## src/rtl/mcd_cdc_stream_if.sv

```systemverilog
// Sector-streamer bus: host command/status, sector buffer read port and CDC byte output.
// Latency: n/a (signal bundle only).
// Backpressure: none; the CDC side is paced by the streamer and the buffer read is fixed-latency.
interface mcd_cdc_stream_if;
    logic        sec_rdy;   // host: sector written, one-cycle pulse
    logic        stat_clr;  // host: clear sec_done/overrun, one-cycle pulse
    logic [11:0] pha;       // irq phase in units after frame start, 0 = 350
    logic [11:0] buf_addr;  // sector buffer read address
    logic [7:0]  buf_dat;   // buffer data, one cycle after buf_addr
    logic [7:0]  cdc_dat;   // byte to CDC decoder
    logic        cdc_wr;    // write strobe for cdc_dat
    logic        cdd_irq;   // per-frame sub-CPU interrupt pulse
    logic        busy;      // transfer in progress
    logic        sec_done;  // sticky: last sector delivered
    logic        overrun;   // sticky: request dropped

    // master = host/buffer side, slave = streamer
    modport master (
        output sec_rdy, stat_clr, pha, buf_dat,
        input  buf_addr, cdc_dat, cdc_wr, cdd_irq, busy, sec_done, overrun
    );
    modport slave (
        input  sec_rdy, stat_clr, pha, buf_dat,
        output buf_addr, cdc_dat, cdc_wr, cdd_irq, busy, sec_done, overrun
    );
endinterface

```

## src/rtl/mcd_cdc_stream.sv

```systemverilog
// Mega-CD sector streamer: 75 Hz frame timing, phase irq, paced sector readout to the CDC.
// Latency: first byte strobe 2 cycles after the phase point, then one byte every BYTE_DIV cycles.
// Backpressure: none; a request while pending/busy is dropped and flagged as overrun.
// Ports: clk/rst plain; everything else on the slave modport of mcd_cdc_stream_if.
module mcd_cdc_stream #(
    parameter int SECTOR_LEN = 2352,
    parameter int FRAME_DIV  = 666667,
    parameter int PHA_UNIT   = 64,
    parameter int BYTE_DIV   = 8
) (
    input  logic            clk,
    input  logic            rst,
    mcd_cdc_stream_if.slave bus
);
    localparam int FW = $clog2(FRAME_DIV);
    localparam int PW = (PHA_UNIT > 1) ? $clog2(PHA_UNIT) : 1;
    localparam int UW = $clog2(FRAME_DIV / PHA_UNIT + 1);
    localparam int GW = (BYTE_DIV > 2) ? $clog2(BYTE_DIV) : 1;

    typedef enum logic [2:0] {IDLE, LOAD, DATA, GAP, DONE} state_t;

    logic [FW-1:0] fcnt;
    logic [PW-1:0] pcnt;
    logic [UW-1:0] ucnt;
    logic [11:0]   pha_lat;
    logic          phase_pt;

    state_t        state;
    state_t        state_nxt;
    logic [11:0]   bidx;
    logic [GW-1:0] gcnt;
    logic [7:0]    cdc_q;
    logic          pending;
    logic          sec_done_q;
    logic          overrun_q;
    logic          busy_i;
    logic          start;
    logic          step;
    logic          last_byte;

    // Frame timing. pcnt/ucnt restart with the frame so that ucnt == fcnt / PHA_UNIT
    // and the phase point lands exactly on fcnt == pha_eff * PHA_UNIT.
    always_ff @(posedge clk or posedge rst) begin
        if (rst) begin
            fcnt    <= '0;
            pcnt    <= '0;
            ucnt    <= '0;
            pha_lat <= 12'd350;
        end else begin
            if (fcnt == FW'(FRAME_DIV - 1)) begin
                fcnt <= '0;
                pcnt <= '0;
                ucnt <= '0;
            end else begin
                fcnt <= fcnt + 1'b1;
                if (pcnt == PW'(PHA_UNIT - 1)) begin
                    pcnt <= '0;
                    ucnt <= ucnt + 1'b1;
                end else begin
                    pcnt <= pcnt + 1'b1;
                end
            end
            // Phase is taken once per frame so a mid-frame write cannot double-fire.
            if (fcnt == '0) begin
                pha_lat <= (bus.pha == 12'd0) ? 12'd350 : bus.pha;
            end
        end
    end

    // pha_lat is never 0, so the frame-start cycle cannot match; phases beyond the
    // last unit of the frame simply never match.
    assign phase_pt  = (pcnt == '0) && (32'(ucnt) == 32'(pha_lat));
    assign start     = (state == IDLE) && phase_pt && pending;
    assign last_byte = (bidx == 12'(SECTOR_LEN - 1));

    // step: this cycle ends the current byte slot. With BYTE_DIV == 2 the slot is
    // only LOAD+DATA, so the gap state is skipped entirely.
    always_comb begin
        step = 1'b0;
        if (state == DATA) begin
            step = (BYTE_DIV == 2);
        end else if (state == GAP) begin
            step = (gcnt <= GW'(1));
        end
    end

    always_ff @(posedge clk or posedge rst) begin
        if (rst) begin
            state <= IDLE;
        end else begin
            state <= state_nxt;
        end
    end

    always_comb begin
        state_nxt = state;
        case (state)
            IDLE:    if (start) state_nxt = LOAD;
            LOAD:    state_nxt = DATA;
            DATA:    state_nxt = step ? (last_byte ? DONE : LOAD) : GAP;
            GAP:     if (step) state_nxt = last_byte ? DONE : LOAD;
            DONE:    state_nxt = IDLE;
            default: state_nxt = IDLE;
        endcase
    end

    // Buffer data is presented to the CDC in the same cycle it arrives so the strobe
    // and data line up; cdc_q then holds the byte until the next write.
    always_comb begin
        busy_i      = (state == LOAD) || (state == DATA) || (state == GAP);
        bus.cdc_wr  = (state == DATA);
        bus.cdc_dat = (state == DATA) ? bus.buf_dat : cdc_q;
    end

    assign bus.busy     = busy_i;
    assign bus.buf_addr = bidx;
    assign bus.cdd_irq  = phase_pt;
    assign bus.sec_done = sec_done_q;
    assign bus.overrun  = overrun_q;

    always_ff @(posedge clk or posedge rst) begin
        if (rst) begin
            bidx  <= '0;
            gcnt  <= '0;
            cdc_q <= '0;
        end else begin
            if (start) begin
                bidx <= '0;
            end else if (step && !last_byte) begin
                bidx <= bidx + 1'b1;
            end
            // Gap counter covers the BYTE_DIV-2 cycles left after LOAD and DATA.
            if (state == DATA) begin
                gcnt  <= GW'(BYTE_DIV - 2);
                cdc_q <= bus.buf_dat;
            end else if (state == GAP) begin
                gcnt <= gcnt - 1'b1;
            end
        end
    end

    // Status flags: setting events take priority over clears.
    always_ff @(posedge clk or posedge rst) begin
        if (rst) begin
            pending    <= 1'b0;
            overrun_q  <= 1'b0;
            sec_done_q <= 1'b0;
        end else begin
            if (bus.sec_rdy && !(pending || busy_i)) begin
                pending <= 1'b1;
            end else if (start) begin
                pending <= 1'b0;
            end

            if (bus.sec_rdy && (pending || busy_i)) begin
                overrun_q <= 1'b1;
            end else if (bus.stat_clr) begin
                overrun_q <= 1'b0;
            end

            if (state_nxt == DONE) begin
                sec_done_q <= 1'b1;
            end else if (bus.sec_rdy || bus.stat_clr) begin
                sec_done_q <= 1'b0;
            end
        end
    end
endmodule
```

## src/flat_wrapper.sv

```systemverilog
// flat-port wrapper written by rule: the top's interface ports become plain ports
module mcd_cdc_stream_flat 
#(
    parameter int SECTOR_LEN = 2352,
    parameter int FRAME_DIV  = 666667,
    parameter int PHA_UNIT   = 64,
    parameter int BYTE_DIV   = 8
)
  (clk, rst, bus_sec_rdy, bus_stat_clr, bus_pha, bus_buf_dat, bus_buf_addr, bus_cdc_dat, bus_cdc_wr, bus_cdd_irq, bus_busy, bus_sec_done, bus_overrun);
  mcd_cdc_stream_if bus_i ();
  input  logic clk;
  input  logic rst;
  input wire logic [$bits(bus_i.sec_rdy)-1:0] bus_sec_rdy;
  input wire logic [$bits(bus_i.stat_clr)-1:0] bus_stat_clr;
  input wire logic [$bits(bus_i.pha)-1:0] bus_pha;
  input wire logic [$bits(bus_i.buf_dat)-1:0] bus_buf_dat;
  output wire logic [$bits(bus_i.buf_addr)-1:0] bus_buf_addr;
  output wire logic [$bits(bus_i.cdc_dat)-1:0] bus_cdc_dat;
  output wire logic [$bits(bus_i.cdc_wr)-1:0] bus_cdc_wr;
  output wire logic [$bits(bus_i.cdd_irq)-1:0] bus_cdd_irq;
  output wire logic [$bits(bus_i.busy)-1:0] bus_busy;
  output wire logic [$bits(bus_i.sec_done)-1:0] bus_sec_done;
  output wire logic [$bits(bus_i.overrun)-1:0] bus_overrun;
  assign bus_i.sec_rdy = bus_sec_rdy;
  assign bus_i.stat_clr = bus_stat_clr;
  assign bus_i.pha = bus_pha;
  assign bus_i.buf_dat = bus_buf_dat;
  assign bus_buf_addr = bus_i.buf_addr;
  assign bus_cdc_dat = bus_i.cdc_dat;
  assign bus_cdc_wr = bus_i.cdc_wr;
  assign bus_cdd_irq = bus_i.cdd_irq;
  assign bus_busy = bus_i.busy;
  assign bus_sec_done = bus_i.sec_done;
  assign bus_overrun = bus_i.overrun;
  mcd_cdc_stream #(.SECTOR_LEN(SECTOR_LEN), .FRAME_DIV(FRAME_DIV), .PHA_UNIT(PHA_UNIT), .BYTE_DIV(BYTE_DIV)) u_core (.clk(clk), .rst(rst), .bus(bus_i));
endmodule
```

## config.mk

```make
export PLATFORM = sky130hd
export DESIGN_NAME = mcd_cdc_stream_flat
export DESIGN_NICKNAME = d
export VERILOG_FILES = /design/src/rtl/mcd_cdc_stream_if.sv /design/src/rtl/mcd_cdc_stream.sv /design/src/flat_wrapper.sv
export SDC_FILE = /design/constraint.sdc
export NUM_CORES = 1
export LEC_CHECK = 0
export CAP_MARGIN = 20
export CELL_PAD_IN_SITES_DETAIL_PLACEMENT = 1
export CELL_PAD_IN_SITES_GLOBAL_PLACEMENT = 1
export CORE_ASPECT_RATIO = 1.75
export CORE_MARGIN = 3
export CORE_UTILIZATION = 40
export CTS_CLUSTER_DIAMETER = 50
export DETAILED_ROUTE_END_ITERATION = 7
export MAX_ROUTING_LAYER = met4
export PLACE_DENSITY = 0.79
export SYNTH_ARGS = -nofsm -noshare
export SYNTH_HDL_FRONTEND = slang
export SYNTH_SLANG_ARGS = --single-unit
export TNS_END_PERCENT = 5
```

## constraint.sdc

```tcl
create_clock -name clk -period 3.4 [get_ports clk]
set_input_delay 0.68 -clock clk [delete_from_list [all_inputs] [get_ports clk]]
set_output_delay 0.68 -clock clk [all_outputs]
set_load 0.01 [all_outputs]
```

### Word level (Yosys, flattened, before mapping)

Cells that the tools add are included.

* memories kept: 0
* output and inout port bits: 25
* word-level logic and storage cells: 71
* bits in writable memories: 0
* register bits: 81
* bits in read-only memories: 0
* input port bits: 24
* bits in latches: 0

* muxes and demuxes: 24
* bitwise operators: 0
* reduce and logical (&&, ||, !) cells: 22
* divide/modulo/power cells: 0
* equality and inequality tests: 8
* multiply operators: 0
* magnitude comparators: 1
* add/sub/neg operators: 5
* shifts and indexed selects: 0

Operator list (count)
* $mux 12: 3
* $mux 14: 2
* $add 20x1->20 const B: 1
* $eq 20x20->1 const B: 1
* $logic_not 20->1: 1
* $mux 20: 1
* $mux 3: 6
* $add 14x1->14 const B: 1
* $eq 14x12->1: 1
* $add 12x1->12 const B: 1
* $eq 12x12->1 const B: 1
* $logic_not 12->1: 1
* $mux 6: 2
* $pmux 3 s4: 1
* $reduce_bool 2->1: 6
* $mux 1: 8
* $mux 8: 1
* $add 6x1->6 const B: 1
* $eq 3x2->1 const B: 2
* $eq 6x6->1 const B: 1
* $logic_and 1x1->1: 6
* $logic_not 6->1: 1
* $logic_or 1x1->1: 4
* $eq 3x1->1 const B: 1
* other kinds (5): 6

### Longest topological paths before layout

* depth in word-level cells: 8
* depth in mapped cells: 7
* mapped depth without buffers: 6

### Worst setup path after synthesis

OpenSTA, ideal clock, no wires.

* path type: reg2out
* start: register u_core.state[2]
* end: output bus_cdc_dat[0]
* buffers on the path: 0
* arrival: 1.488 ns
* cell stages (with the launch flop): 4
* path slack: 1.232 ns
* data required time: 2.720 ns
* cells stage by stage: dfrtp_1 > nand2b_1 > nor2_1 > mux2_2

* longest elaborated chain between the ends: 2

RTL lines
* start: declaration: line mcd_cdc_stream.sv:28 `state_t state;`
* start signal: assignment: line mcd_cdc_stream.sv:91 `state <= state_nxt;`
* $eq 3x2->1
* net bus_cdc_wr: line flat_wrapper.sv:19 `output wire logic [$bits(bus_i.cdc_wr)-1:0] bus_cdc_wr;`
* $mux 8: line mcd_cdc_stream.sv:112 `bus.cdc_dat = (state == DATA) ? bus.buf_dat : cdc_q;`
* end: declaration: line flat_wrapper.sv:18 `output wire logic [$bits(bus_i.cdc_dat)-1:0] bus_cdc_dat;`

The timed path passes the listed nets, and every way through them passes these cells.

### Worst setup path in the final report

* start: register u_core.ucnt[5]
* end: output bus_cdd_irq

* longest elaborated chain between the ends: 2

RTL lines
* start: declaration: line mcd_cdc_stream.sv:24 `logic [UW-1:0] ucnt;`
* start signal: assignment: line mcd_cdc_stream.sv:58 `ucnt <= ucnt + 1'b1;`
* $eq 14x12->1: line mcd_cdc_stream.sv:72 `assign phase_pt = (pcnt == '0) && (32'(ucnt) == 32'(pha_lat));`
* $logic_and 1x1->1: line mcd_cdc_stream.sv:72
* end: declaration: line flat_wrapper.sv:20 `output wire logic [$bits(bus_i.cdd_irq)-1:0] bus_cdd_irq;`

No other way between the ends.

==> metrics.md <==
| Metric | Value |
|---|---|
| Total number of vias | `3281` |
| Clock latency on the worst-skew pair | `0.34 ns` |
| DIE AREA | `11800 um^2` |
| CTS max path bufs | `2` |
| Area delta synth->final | `20.6%` |
| CTS tree | `yes` |
| Post-route ant nets | `0` |
| Critical Path Sink Type | `output pin` |
| Post-CTS Hold Fix Bufs | `0` |
| Pwr/cell area | `390 nW/um^2` |
| Largest net degree at the start of global routing | `78` |
| DR iter-0 viols | `150` |
| Yosys top cell area share | `44.7%` |
| Reg2reg path depth | `4` |
| Worst Path Required | `2.72 ns` |
| Hold path start | `u_core.bus.sec_done$_DFFE_PP0P_` |
| DIE HEIGHT | `141 um` |
| Most used DFF post-synth | `dfrtp_1` |
| Total track usage | `19.3%` |
| Vias in the first global route | `3569` |
| Initial antenna violation count | `0` |
| Hold Path Cell Cnt | `1` |
| TritonRoute pass-1 iters | `4` |
| Worst Max-Slew Pin Slew | `0.588 ns` |
| Async SR Flop Fraction | `100%` |
| Port bufs | `48` |
| # Post-CTS Setup Buffers | `0` |
| Core Box Area | `10000 um^2` |
| Max_slew headroom | `60.7%` |
| Post-synthesis register bit count | `81` |
| Clk root buf | `clkbuf_16` |
| Final Power | `1970 uW` |
| Starting Density | `41.8%` |
| Fin Hold WS | `0.481 ns` |
| XOR/XNOR Fraction of Synth Area | `8.14%` |
| CTS sink count | `81` |
| Synth Instances | `406` |
| Post-CTS Resized | `0` |
| Area occupied by multi-input gates | `2000 um^2` |
| Worst reg2reg endpoint | `u_core.pha_lat[10]$_DFFE_PP0N_` |
| Post-layout util | `50.4%` |
| Period minus WS final | `2.95 ns` |
| Cell with the most instances after synthesis | `dfrtp_1` |
| RePlAce Congestion | `0.778` |
| # H-tree levels | `3` |
| Final Cycle Share | `86.8%` |
| Antenna cells | `0` |
| Filler cells | `1121` |
| First-pass GRT wire length | `17800 um` |
| DP HPWL | `7440 um` |
| Worst Setup Start Kind | `register` |
| Synthesized cell area | `4200 um^2` |
| Post-route DRC | `0` |
| Total Wirelength | `10400 um` |
| Critical-path maximum fanout | `4` |
| Pre-CTS setup slack | `0.839 ns` |
| Worst IR Drop VDD | `0.300 mV` |
| Number of CTS-inserted buffers | `9` |
| Die width | `83.4 um` |
| Max Freq | `339 MHz` |
| Most frequent cells after synthesis | `dfrtp_1, nor2_1, xnor2_1, nand4_1, o21ai_0` |
| Post-Synth Adder-Cell Area | `2.68%` |
| Synth cell types | `53` |
| Syn Nets | `439` |
| Max-cap viol count | `0` |
| Setup Viol. Count Final | `0` |
| Leakage | `0.00208 uW` |
| Top-Level Pins | `49` |
| WP data arrival | `2.27 ns` |
| Hold Vio Cnt, Final | `0` |
| Post-synth EDFFs | `0` |
| FF-to-FF Start | `u_core.fcnt[12]$_DFF_PP0_` |
| Share of layout cells above drive strength 1 | `12.5%` |
| Mux share of post-synthesis cell area | `4.47%` |
| Hold endpoint | `u_core.bus.sec_done$_DFFE_PP0P_` |
| Routed wire per std cell | `17.9 um` |
| Status | `finished clean` |
| Clock transition at path regs | `0.06 ns` |
| Critical path class | `reg2out` |
| Congestion Overflow GR | `0` |
| Unrepaired setup endpoints after global routing | `false` |
| Largest family of logic cells by synthesized area | `simple AND/OR/NAND/NOR gates` |
| Setup TNS | `0 ns` |
| Worst Hold Class | `reg2reg` |
| Row count | `48` |
| Fin Clk Skew | `0.00769 ns` |
| Synth warn | `0` |
| Vias per std cell | `5.66` |
| Register area share after synthesis | `48.5%` |
| Area leader, netlist | `dfrtp_1` |
| Synth area leaders | `dfrtp_1, xnor2_1, dfstp_2` |
| Final setup margin | `0.448 ns` |
| R2r setup slk | `1.14 ns` |
| # nets final | `483` |
| Seq. cell area | `2030 um^2` |
| Simple-Gate Fraction of Synth Area | `21.9%` |
| Synthesized area per cell | `10.3 um^2` |
| Complex-gate fraction of the synthesized area | `10.3%` |
| Max-slew violations | `0` |
stage by stage:
| stage | area (um^2) | std cells |
|---|---|---|
| final | 5060 | 580 |
| after global routing | 5060 | 580 |
| after CTS | 5060 | 580 |
| after detailed placement | 4780 | 564 |
| after global placement | 4780 | 564 |
| after floorplan | 4200 | 406 |
final cells by class:
type	count	area share (%)
flip-flops and latches	81	40.2
multi-input cells	291	39.6
repair buffers	53	10.5
clock buffers	11	4.80
well taps	125	3.09
inverters	14	1.04
clock inverters	5	0.791
cells in the final DEF, fill, tap and decap left out, drive strengths merged, types with 2 or more instances in the layout:
cell type      synthesis  layout
clkdlybuf4s50          0      48
xnor2                 31      31
or4                    9       9
a22oi                  7       7
and2                   3       3
nor4b                  2       2
nand2                 19      19
and3                   7       7
nand4b                 3       3
nor4                  11      11
nand4                 22      22
clkbuf                 9      11
mux2i                  3       3
xor2                   8       8
or2                    3       3
and4bb                 3       3
a21oi                 16      16
nor3                  10      10
buf                   11       5
mux2                  14      14
dfrtp                 75      75
nand3                 18      18
a2bb2oi                2       2
nor2                  33      33
ha                     9       9
o21a                   2       2
nor2b                  3       3
or3                    7       7
inv                   14      15
nor3b                  2       2
o31ai                 14      14
o21ai                 19      19
clkinvlp               0       3
and4                   3       3
dfstp                  6       6
state kept, by name, indices dropped and copies added (netlist names):
name / flops
u_core.fcnt: 20
u_core.state: 3
u_core.bus.sec_done: 1
u_core.cdc_q: 8
u_core.pcnt: 6
u_core.pending: 1
u_core.gcnt: 3
u_core.bus.overrun: 1
u_core.bus.buf_addr: 12
u_core.pha_lat: 12
u_core.ucnt: 14
critical path, stage by stage (launching register included):
cell and delay (ns):
dfrtp_1 0.44, xnor2_1 0.22, nand4_1 0.17, nor4_2 0.47, clkdlybuf4s50_1 0.62
power by group:
part / total, uW / leakage (uW) / switching (uW) / internal [uW]
Clock: 922 / 0.000128 / 404 / 519
Sequential: 981 / 0.00106 / 6.16 / 975
Combinational: 71.1 / 0.000888 / 32.9 / 38.2
Total: 1970 / 0.00208 / 443 / 1530
per-layer routing:
| metal | share of wire [%] | track usage [%] |
|---|---|---|
| met5 | 0 | - |
| met4 | 1.6 | 6.10 |
| met3 | 3.0 | 3.89 |
| met2 | 57 | 36.7 |
| met1 | 39 | 19.6 |
cell families after synthesis:
group                      after synthesis
adders and majority gates                9
buffers and inverters                   34
xor gates and xnor gates                39
and+or+nand+nor                        160
DFF                                     81
muxes                                   17
AOI/OAI and AO/OA                       66
worst max path at each step:
| stage | start | endpoint | depth (start not counted) |
|---|---|---|---|
| floorplan | rst | u_core.bus.buf_addr[0]$_DFFE_PP0P_ | 1 |
| global placement | bus_buf_dat[6] | bus_cdc_dat[6] | 3 |
| detailed placement | u_core.ucnt[5]$_DFFE_PP0P_ | bus_cdd_irq | 4 |
| CTS | u_core.ucnt[5]$_DFFE_PP0P_ | bus_cdd_irq | 4 |
| global route | u_core.ucnt[5]$_DFFE_PP0P_ | bus_cdd_irq | 4 |
| finish | u_core.ucnt[5]$_DFFE_PP0P_ | bus_cdd_irq | 4 |
(Power assumes the default switching activity.)
